## src/rtl/tdm_demux_pkg.sv

```systemverilog
// tdm_demux_pkg: definitions shared by the TDM receive path and the
// matching mux-side serializer.
//   TDM_DEF_NCH   - default channels per frame
//   TDM_DEF_WIDTH - default bits per sample
//   tdm_state_t   - alignment FSM state (HUNT = unaligned, RUN = aligned)
package tdm_demux_pkg;

  localparam int TDM_DEF_NCH   = 4;
  localparam int TDM_DEF_WIDTH = 1;

  typedef enum logic {
    TDM_HUNT = 1'b0,
    TDM_RUN  = 1'b1
  } tdm_state_t;

endpackage

```

## src/rtl/tdm_slot_ctr.sv

```systemverilog
// tdm_slot_ctr: modulo-NCH slot counter.
//   clk   - clock, rising edge
//   rst_n - synchronous active-low reset (slot -> 0)
//   en    - advance slot by one (wraps NCH-1 -> 0)
//   load1 - force slot to 1 (start of frame); has priority over en
//   slot  - current slot index
//   wrap  - en while slot == NCH-1 (frame completes on this edge)
module tdm_slot_ctr
  import tdm_demux_pkg::*;
#(
  parameter  int NCH = TDM_DEF_NCH,
  localparam int SW  = $clog2(NCH)
) (
  input  logic          clk,
  input  logic          rst_n,
  input  logic          en,
  input  logic          load1,
  output logic [SW-1:0] slot,
  output logic          wrap
);

  logic at_last;

  assign at_last = (slot == SW'(NCH - 1));
  assign wrap    = en && at_last;

  always_ff @(posedge clk) begin
    if (!rst_n) begin
      slot <= '0;
    end else if (load1) begin
      slot <= SW'(1);
    end else if (en) begin
      slot <= at_last ? '0 : slot + SW'(1);
    end
  end

endmodule

```

## src/rtl/tdm_demux.sv

```systemverilog
// tdm_demux: time-division demultiplexer with frame-marker alignment.
//   clk        - clock, rising edge
//   rst_n      - synchronous active-low reset
//   din        - sample for the current slot
//   din_valid  - din/frame_i qualified; low stalls everything
//   frame_i    - din is slot 0 of a frame
//   dout       - last complete frame, channel k at dout[k*WIDTH +: WIDTH]
//   dout_valid - one-cycle pulse when dout updates
//   slot       - slot the next valid sample will be written to
//   locked     - high while aligned (RUN)
//   sync_err   - one-cycle pulse on early or missing frame marker
module tdm_demux
  import tdm_demux_pkg::*;
#(
  parameter  int WIDTH = TDM_DEF_WIDTH,
  parameter  int NCH   = TDM_DEF_NCH,
  localparam int SW    = $clog2(NCH)
) (
  input  logic                 clk,
  input  logic                 rst_n,
  input  logic [WIDTH-1:0]     din,
  input  logic                 din_valid,
  input  logic                 frame_i,
  output logic [NCH*WIDTH-1:0] dout,
  output logic                 dout_valid,
  output logic [SW-1:0]        slot,
  output logic                 locked,
  output logic                 sync_err
);

  tdm_state_t state, state_nxt;

  logic             shadow_we;
  logic [SW-1:0]    shadow_idx;
  logic             ctr_en;
  logic             ctr_load1;
  logic             err_nxt;
  logic             frame_done;

  // The last slot goes straight from din into dout, so only NCH-1 shadows.
  logic [WIDTH-1:0] shadow [NCH-1];

  tdm_slot_ctr #(.NCH(NCH)) u_slot_ctr (
    .clk   (clk),
    .rst_n (rst_n),
    .en    (ctr_en),
    .load1 (ctr_load1),
    .slot  (slot),
    .wrap  (frame_done)
  );

  // State register
  always_ff @(posedge clk) begin
    if (!rst_n) state <= TDM_HUNT;
    else        state <= state_nxt;
  end

  // Next-state logic
  always_comb begin
    state_nxt = state;
    if (din_valid) begin
      unique case (state)
        TDM_HUNT: if (frame_i) state_nxt = TDM_RUN;
        TDM_RUN:  if (!frame_i && slot == '0) state_nxt = TDM_HUNT;
        default:  state_nxt = TDM_HUNT;
      endcase
    end
  end

  // Datapath control decode
  always_comb begin
    shadow_we  = 1'b0;
    shadow_idx = slot;
    ctr_en     = 1'b0;
    ctr_load1  = 1'b0;
    err_nxt    = 1'b0;
    if (din_valid) begin
      unique case (state)
        TDM_HUNT: begin
          if (frame_i) begin
            shadow_we  = 1'b1;
            shadow_idx = '0;
            ctr_load1  = 1'b1;
          end
        end
        TDM_RUN: begin
          if (frame_i) begin
            // Marker always restarts the frame; it is an error unless on slot 0.
            shadow_we  = 1'b1;
            shadow_idx = '0;
            ctr_load1  = 1'b1;
            err_nxt    = (slot != '0);
          end else if (slot != '0) begin
            shadow_we  = 1'b1;
            ctr_en     = 1'b1;
          end else begin
            err_nxt    = 1'b1;
          end
        end
        default: ;
      endcase
    end
  end

  assign locked = (state == TDM_RUN);

  always_ff @(posedge clk) begin
    if (!rst_n) begin
      for (int unsigned k = 0; k < NCH - 1; k++) shadow[k] <= '0;
      dout       <= '0;
      dout_valid <= 1'b0;
      sync_err   <= 1'b0;
    end else begin
      if (shadow_we && shadow_idx != SW'(NCH - 1)) shadow[shadow_idx] <= din;
      if (frame_done) begin
        for (int unsigned k = 0; k < NCH - 1; k++) dout[k*WIDTH +: WIDTH] <= shadow[k];
        dout[(NCH-1)*WIDTH +: WIDTH] <= din;
      end
      dout_valid <= frame_done;
      sync_err   <= err_nxt;
    end
  end

endmodule
```

## config.mk

```make
export PLATFORM = sky130hd
export DESIGN_NAME = tdm_demux
export DESIGN_NICKNAME = d
export VERILOG_FILES = /design/src/rtl/tdm_demux_pkg.sv /design/src/rtl/tdm_slot_ctr.sv /design/src/rtl/tdm_demux.sv
export SDC_FILE = /design/constraint.sdc
export NUM_CORES = 1
export LEC_CHECK = 0
export ABC_AREA = 1
export CAP_MARGIN = 30
export CORE_AREA = 2 2 39 41
export CTS_CLUSTER_SIZE = 24
export DETAILED_ROUTE_END_ITERATION = 16
export DIE_AREA = 0 0 41 43
export GPL_TIMING_DRIVEN = 0
export PLACE_DENSITY = 0.73
export SLEW_MARGIN = 20
export SYNTH_ARGS = -nofsm -noshare
export SYNTH_HDL_FRONTEND = slang
export SYNTH_HIERARCHICAL = 1
export SYNTH_SLANG_ARGS = --single-unit
export TNS_END_PERCENT = 50
```

## constraint.sdc

```tcl
create_clock -name clk -period 2.5 [get_ports clk]
set_input_delay 0.5 -clock clk [delete_from_list [all_inputs] [get_ports clk]]
set_output_delay 0.5 -clock clk [all_outputs]
set_load 0.02 [all_outputs]
```

# After elaboration in Yosys (flattened, before gate mapping)
# Memories as Yosys holds them, arrays and structs flattened. A register that Yosys moved wholly into a read port is not among the register bits.
# Cells that the tools add are included.
dict set report word_totals {
  ram_bits 3
  elab_cells 50
  reg_bits 9
  memories 1
  inputBits 5
}
dict set report op_classes {
  muxes 25
  addsub 1
  n_bitwise 2
  n_eq_ne 2
  n_reduce_logical 13
}
# name words word_bits rd rd_ports_with_merged_regs wr line
set memory_table {}
lappend memory_table {shadow 3 1 3 3 3 tdm_demux.sv:41} ;# logic [WIDTH-1:0] shadow [NCH-1];
# operator n
set op_table {}
lappend op_table {{1-bit 2-to-1 mux} 19}
lappend op_table {{2-bit 2-to-1 mux} 4}
lappend op_table {{1-bit zero test} 4}
lappend op_table {{1-bit case mux with 2 select lines} 2}
lappend op_table {{2-bit nonzero test} 2}
lappend op_table {{1-bit logical AND} 3}
lappend op_table {{3-bit AND reduction} 1}
lappend op_table {{2-bit by 1-bit adder with 2-bit output, second input constant} 1}
lappend op_table {{2-bit equality test, second input constant} 1}
lappend op_table {{2-bit zero test} 1}
lappend op_table {{2-bit != test, second input constant} 1}
lappend op_table {{1-bit inverter} 2}
lappend op_table {{2-bit OR reduction} 1}
lappend op_table {{1-bit OR reduction} 1}

# Depth between registers and ports, before layout
# Gate-level depths: netlist of run 1.
dict set report logic_depth {
  ltp_word 11
  depth_mapped 10
  depth_no_buf 10
}

# Hierarchy
# Netlist of run 1, hierarchy kept.
# mod cells_each area_each_um2 seq_area_each_um2 n_inst
set by_module_without_submodules {}
lappend by_module_without_submodules {tdm_demux 68 484.2 200.2 1}
lappend by_module_without_submodules {tdm_slot_ctr 19 113.9 40.0 1}

# Worst setup path after synthesis of run 1
# No wires, ideal clock.
dict set report synth_timing {
  path_kind {register -> register}
  start {reg u_slot_ctr.slot[0]}
  end {reg dout[0], read port of shadow}
  slack_ns 0.996
  arrival_ns 1.388
  period_less_slack_ns 1.504
  setup_ns 0.116
  path_stages_with_launch 11
  cell_sequence {dfxtp_1 -> nor2_1 -> inv_1 -> ha_1 -> inv_1 -> nor2_1 -> nand2_1 -> inv_1 -> inv_1 -> nor2_1 -> nor2_1}
}
dict set report synth_between {
  elab_chain_cells 6
}
# item line
set synth_lines {}
lappend synth_lines {{start: declaration} tdm_slot_ctr.sv:18} ;# output logic [SW-1:0] slot,
lappend synth_lines {{start signal: assignment} tdm_slot_ctr.sv:33} ;# slot <= at_last ? '0 : slot + SW'(1);
lappend synth_lines {{2-bit nonzero test} tdm_demux.sv:93} ;# end else if (slot != '0) begin
lappend synth_lines {{1-bit 2-to-1 mux} tdm_demux.sv:93}
lappend synth_lines {{1-bit 2-to-1 mux} tdm_demux.sv:87} ;# if (frame_i) begin
lappend synth_lines {{1-bit 2-to-1 mux} tdm_demux.sv:78} ;# unique case (state)
lappend synth_lines {{1-bit 2-to-1 mux} tdm_demux.sv:77} ;# if (din_valid) begin
lappend synth_lines {{net ctr_en} tdm_demux.sv:35} ;# logic ctr_en;
lappend synth_lines {{1-bit logical AND} tdm_slot_ctr.sv:25} ;# assign wrap = en && at_last;
lappend synth_lines {{net frame_done} tdm_demux.sv:38} ;# logic frame_done;
lappend synth_lines {{end: declaration} tdm_demux.sv:24} ;# output logic [NCH*WIDTH-1:0] dout,
# The timed path passes the listed nets, and every way through them passes these cells.
# A chain may end at the register's enable or synchronous reset.

# Worst setup path in the final report of run 1
dict set report layout_timing {
  start {reg u_slot_ctr.slot[0]}
  end {out slot[0]}
}
# item line
set layout_lines {}
lappend layout_lines {{end: declaration} tdm_demux.sv:26} ;# output logic [SW-1:0] slot,
# No word-level cell between the ends.

==> results of run 1 <==
path summary, 6_finish.rpt:
| check | start | slack (ps) | end | cells past startpoint |
|---|---|---|---|---|
| max | u_slot_ctr/slot[0] | 640 | slot[0] | 1 |
| min | shadow[1] | 480 | dout[1] | 2 |
| max reg2reg | u_slot_ctr/slot[0] | 880 | dout[3] | 10 |
| min reg2reg | shadow[1] | 480 | dout[1] | 2 |
logic make-up after synthesis:
kind of cell,after synthesis,synth area share [%]
DFF,12,40.17
adders and majority gates,3,6.277
and+or+nand+nor,46,31.80
buffers and inverters,19,13.60
AOI/OAI and AO/OA,7,8.160
per-stage QoR:
| step | hold slack (ps) | util [%] |
|---|---|---|
| after floorplan | 454.9 | - |
| after global placement | 463.9 | 54.07 |
| after detailed placement | 475.5 | 54.07 |
| after CTS | 488.4 | 56.69 |
| after global routing | 519.8 | 56.69 |
| final | 484.7 | 56.69 |
registers in the layout, indices dropped and copies added, names as in the netlist:
register         flops
dout                 4
u_slot_ctr/slot      2
dout_valid           1
locked               1
sync_err             1
shadow               3
cell type report:
| cell class | instances | area share [%] |
|---|---|---|
| inverters | 18 | 8.931 |
| well taps | 16 | 2.552 |
| flip-flops and latches | 12 | 30.62 |
| repair buffers | 13 | 16.59 |
| clock buffers | 4 | 4.625 |
| multi-input cells | 56 | 35.25 |
| plain buffers | 1 | 1.435 |
cells in the final DEF, fill, tap and decap left out:
master	Yosys	routed
inv_4	1	1
buf_6	1	1
a21oi_4	1	1
dfxtp_1	12	12
clkdlybuf4s50_1	0	13
clkinv_1	1	1
clkbuf_8	0	1
nand3_1	3	3
nor2_1	15	15
inv_1	16	16
ha_1	3	3
nand2_1	22	22
a21oi_1	1	1
o21ai_0	4	4
o31ai_1	1	1
clkbuf_4	0	3
nand4_1	3	3
nand2_2	2	2
nor3_1	1	1
layer usage:
layer / wire length (um) / up-vias / GRT usage [%]
met1: 500 / 230 / 20.13
met4: 0 / 0 / 8.000
met3: 39 / 0 / 1.571
met2: 494 / 9 / 22.81
met5: 0 / - / 0
li1: - / 297 / -
power by group through the flow:
stage / Clock (mW) / Combinational, mW / Sequential [mW]
finish: 0.153 / 0.0509 / 0.201
floorplan: 0 / 0.0283 / 0.208
global route: 0.165 / 0.0577 / 0.202
CTS: 0.158 / 0.0514 / 0.201
detailed placement: 0 / 0.0509 / 0.205
global placement: 0 / 0.0501 / 0.205
==> results.json, run 1 <==
{
  "switching_share_pct": 24.19,
  "p_switching_mw": 0.09783,
  "powerDensity_mw_per_mm2": 515.5,
  "max_stage_delay_ps": 650,
  "fin_ws_ps": 636.1,
  "grt_max_degree": 10,
  "async_flop_share_pct": 0,
  "cts_tree": "built",
  "rsz0062_at_grt": "false",
  "first_global_vias": 499,
  "row_count": 14,
  "syn_area_per_cell_um2": 6.874,
  "dpl.hpwl_um": 786.9,
  "finalPower_mw": 0.4044,
  "dp_slack_ps": 483.3,
  "wl_per_cell_um": 8.617,
  "arrival_ps": 1360,
  "cp-end-kind": "output port",
  "multi_input_area_um2": 276.5,
  "yosysWarningCount": 9,
  "antenna_cells": 0,
  "synth_nets": 95,
  "ctsResizeCount": 0,
  "area.growth.synth_to_final_pct": 31.17,
  "fin_crit_ps": 1864,
  "peakVddDrop_uv": 251.2,
  "fin_crit_sh_pct": 74.56,
  "max-clock-path-buffers": 2,
  "grt_pass1_wl_um": 1876,
  "netlist_instances": 87,
  "final_design_area_no_fill_um2": 784.5,
  "slew_headroom_pct": 82.62,
  "setup_viol": 0,
  "hold_path_class": "reg2reg",
  "drtIter0Drc": 6,
  "routed_wirelength_um": 1034,
  "viasPerCell": 4.467,
  "io-pin-count": 14,
  "synthesis.area_um2": 598.1,
  "initial_core_util_pct": 43.22,
  "max_cap_violations": 0,
  "synth_seq_area_share_pct": 40.17,
  "path_clk_slew_ps": 80,
  "cp.buffers_inverters": 1,
  "ys_ff_latch": 12,
  "synth-edff-count": 0,
  "antenna_found_initial": 0,
  "cts_setup_buffers": 0,
  "crit_fanout": 7,
  "p_int_mw": 0.3066,
  "regArea_um2": 240.2,
  "synth.distinct_cells": 16,
  "seqPwrFrac_pct": 49.6,
  "numPortBuffers": 13,
  "crit_family": "buffers and inverters",
  "crit_path_start_kind": "flip-flop",
  "numCtsBuffers": 3,
  "synth_ff_type": "dfxtp_1",
  "dp.cells": 116,
  "power_frac_clock_pct": 37.8,
  "clock-sinks": 12,
  "path_cells": "clkdlybuf4s50_1",
  "core_mm2": 0.001384,
  "finalSetupTns_ps": 0,
  "yosysMostFrequentCell": "nand2_1",
  "synth_top_cell_by_area": "dfxtp_1",
  "leakage_nw": 0.3906,
  "cp_slowest_cell": "clkdlybuf4s50_1",
  "h-tree-depth": 1,
  "cp.required_ps": 2000,
  "status": "complete, no violations",
  "fin_cells": 120,
  "worstSetupPathType": "reg2out",
  "gp_congestion": 0.7196,
  "dr.pass1.iters": 4,
  "synthTopCellsByArea": "dfxtp_1 (40%), nand2_1 (14%), inv_1 (10%), nor2_1 (9.4%), ha_1 (6.3%)",
  "die_h_um": 43,
  "grt_usage_pct": 15.11,
  "clk_latency_ps": 270,
  "ant_nets": 0,
  "synth_top_cell_area_share_pct": 40.17,
  "cts_root_buffer": "clkbuf_4",
  "place_area_um2": 748.2,
  "hold_viol_final": 0,
  "drt_drc_violations_left": 0,
  "netlist_top_cells_count": "nand2_1 (22), inv_1 (16), nor2_1 (15)",
  "comb_power_share_pct": 12.6,
  "cts.hold.buffers_added": 0,
  "drv_slew": 0,
  "dieWidth_um": 41,
  "num-fill-cells": 140,
  "clock_skew_ps": 7.858,
  "drive_gt1_share_pct": 8.654,
  "vias": 536,
  "overflow": 0,
  "worstMarginPinSlew_ps": 259.7,
  "fmax_ghz": 0.5365,
  "dieArea_mm2": 0.001763,
  "nets": 113
}
Note: power is estimated with default switching activity, not from simulation.
==> run 2: changes to the inputs <==
--- a/config.mk
+++ b/config.mk
@@ -7,12 +7,12 @@
 export LEC_CHECK = 0
 export ABC_AREA = 1
 export CAP_MARGIN = 30
-export CORE_AREA = 2 2 39 41
+export CORE_MARGIN = 1.5
+export CORE_UTILIZATION = 42
 export CTS_CLUSTER_SIZE = 24
 export DETAILED_ROUTE_END_ITERATION = 16
-export DIE_AREA = 0 0 41 43
 export GPL_TIMING_DRIVEN = 0
-export PLACE_DENSITY = 0.73
+export PLACE_DENSITY = 0.72
 export SLEW_MARGIN = 20
 export SYNTH_ARGS = -nofsm -noshare
 export SYNTH_HDL_FRONTEND = slang
==> constraint.sdc (replaced) <==
create_clock -name clk -period 1.7 [get_ports clk]
set_input_delay 0.34 -clock clk [delete_from_list [all_inputs] [get_ports clk]]
set_output_delay 0.34 -clock clk [all_outputs]
set_load 0.02 [all_outputs]
==> run 2 against run 1 <==
  * First-iteration DRC count grew 50%
  * Critical path depth is the same
  * Register-to-register slack lost 690 ps
  * Clock-buffer cell count is the same
  * Sequential power grew 47%
  * Final cell count shrank 0.83%
  * Sequential share of layout area grew 0.12 points
  * Die area shrank 5.9%
  * Critical endpoint is now slot[1]
  * Largest cell class unchanged
  * Largest power group unchanged
==> results.json, run 2 (synthesized netlist as in run 1, its figures left out) <==
{
  "regMostFlops": "dout",
  "drive_gt1_share_pct": 11.54,
  "cp-startpoint": "u_slot_ctr/slot[1]",
  "cts_tree": "built",
  "layout_commonest_cell": "nand2_1",
  "final_cell_mix": "nand2_1 (22), inv_1 (16), nor2_1 (14)",
  "reg_top3": "dout x4, shadow x3, u_slot_ctr/slot x2",
  "io-pin-count": 14,
  "vias": 549,
  "path_cells": "clkdlybuf4s50_1",
  "path_depth": 1,
  "hold_viol_final": 0,
  "clock-sinks": 12,
  "crit_path_start_kind": "flip-flop",
  "numPortBuffers": 13,
  "path_clk_slew_ps": 90,
  "power_frac_clock_pct": 38.5,
  "largest_reg_flops": 4,
  "timing.rr.start": "u_slot_ctr/slot[0]",
  "antenna_cells": 0,
  "dieWidth_um": 40.74,
  "initial_core_util_pct": 45.39,
  "drv_slew": 0,
  "overflow": 0,
  "leakage_nw": 0.4097,
  "fin_crit_sh_pct": 94.91,
  "comb_power_share_pct": 12.3,
  "powerDensity_mw_per_mm2": 760.0,
  "numCtsBuffers": 3,
  "cp.buffers_inverters": 1,
  "wl_per_cell_um": 9.303,
  "worstMarginPinSlew_ps": 221.7,
  "p_int_mw": 0.4497,
  "seqPwrFrac_pct": 49.2,
  "cp-end-kind": "output port",
  "grt_max_degree": 10,
  "clock_skew_ps": 8.399,
  "status": "complete, no violations",
  "fin_cells": 119,
  "hold_path_class": "reg2reg",
  "max_cap_violations": 0,
  "dp.cells": 115,
  "clk_latency_ps": 270,
  "crit_fanout": 6,
  "gp_congestion": 0.7377,
  "dpl.hpwl_um": 855.7,
  "worstSetupPathType": "reg2out",
  "arrival_ps": 1270,
  "fin_ws_ps": 86.46,
  "cp_slowest_cell": "clkdlybuf4s50_1",
  "area.growth.synth_to_final_pct": 32.01,
  "switching_share_pct": 25.05,
  "fmax_ghz": 0.6198,
  "setup_viol": 0,
  "routed_wirelength_um": 1107,
  "cp.required_ps": 1360,
  "peakVddDrop_uv": 492.5,
  "row_count": 13,
  "drtIter0Drc": 9,
  "slew_headroom_pct": 85.20,
  "finalSetupTns_ps": 0,
  "rsz0062_at_grt": "false",
  "max_stage_delay_ps": 610,
  "min_from": "shadow[1]",
  "max-clock-path-buffers": 2,
  "antenna_found_initial": 0,
  "nets": 113,
  "dr.pass1.iters": 4,
  "h-tree-depth": 1,
  "grt_usage_pct": 15.58,
  "ff2ff_path_depth": 10,
  "cts_root_buffer": "clkbuf_4",
  "core_mm2": 0.001318,
  "grt_pass1_wl_um": 1656,
  "hold_depth": 2,
  "p_switching_mw": 0.1503,
  "fin_crit_ps": 1614,
  "first_global_vias": 430,
  "crit_family": "buffers and inverters",
  "drt_drc_violations_left": 0,
  "viasPerCell": 4.613,
  "dp_slack_ps": -201.0,
  "ant_nets": 0,
  "die_h_um": 40.74,
  "dieArea_mm2": 0.001659
}
## run 2: final timing paths
| kind | endpoint | slack [ps] |
|---|---|---|
| worst max-delay path | slot[1] | 90 |
| worst min-delay path | dout[1] | 500 |
| worst max register to register | dout[1] | 190 |
| worst min register to register | dout[1] | 500 |
## run 2: layout make-up
cell class | instances | area [um^2]
Buffer | 1 | 11.26
Inverter | 18 | 70.07
Sequential cell | 12 | 242.7
Clock buffer | 4 | 36.28
Fill cell | 132 | 528.0
Timing Repair Buffer | 13 | 131.4
Multi-Input combinational cell | 56 | 279.0
Tap cell | 15 | 18.77
## run 2: per-stage QoR
step,hold slack [ps],power (mW),area (um^2),utilization (%)
after CTS,503.7,0.6074,782.0,59.35
after detailed placement,485.1,0.3770,747.0,56.70
after global placement,466.1,0.3755,747.0,56.70
after floorplan,440.9,0.3480,598.1,-
after global routing,517.4,0.6272,789.5,59.92
final,496.1,0.6000,789.5,59.92
## run 2: power groups by stage
stage	clock network, mW	logic [mW]	registers [mW]
4_1_cts	0.238	0.0742	0.295
3_3_place_gp	0	0.0737	0.302
6_report	0.231	0.0738	0.295
5_1_grt	0.248	0.0822	0.297
3_5_place_dp	0	0.0751	0.302
2_1_floorplan	0	0.0416	0.306
## run 2: layer usage
layer,wire length [um],vias to the layer above,track usage [%]
met4,13,0,10.00
met3,42,2,4.891
met1,562,235,19.28
li1,-,300,-
met2,489,12,23.02
met5,0,-,0
## run 2: repair_timing
action	4_1_cts	5_1_grt
setup buffers	0	0
resized for setup	1	4
cloned	0	0
endpoints found under the setup margin	1	6
hold buffers	0	0
endpoints found under the hold margin	0	0
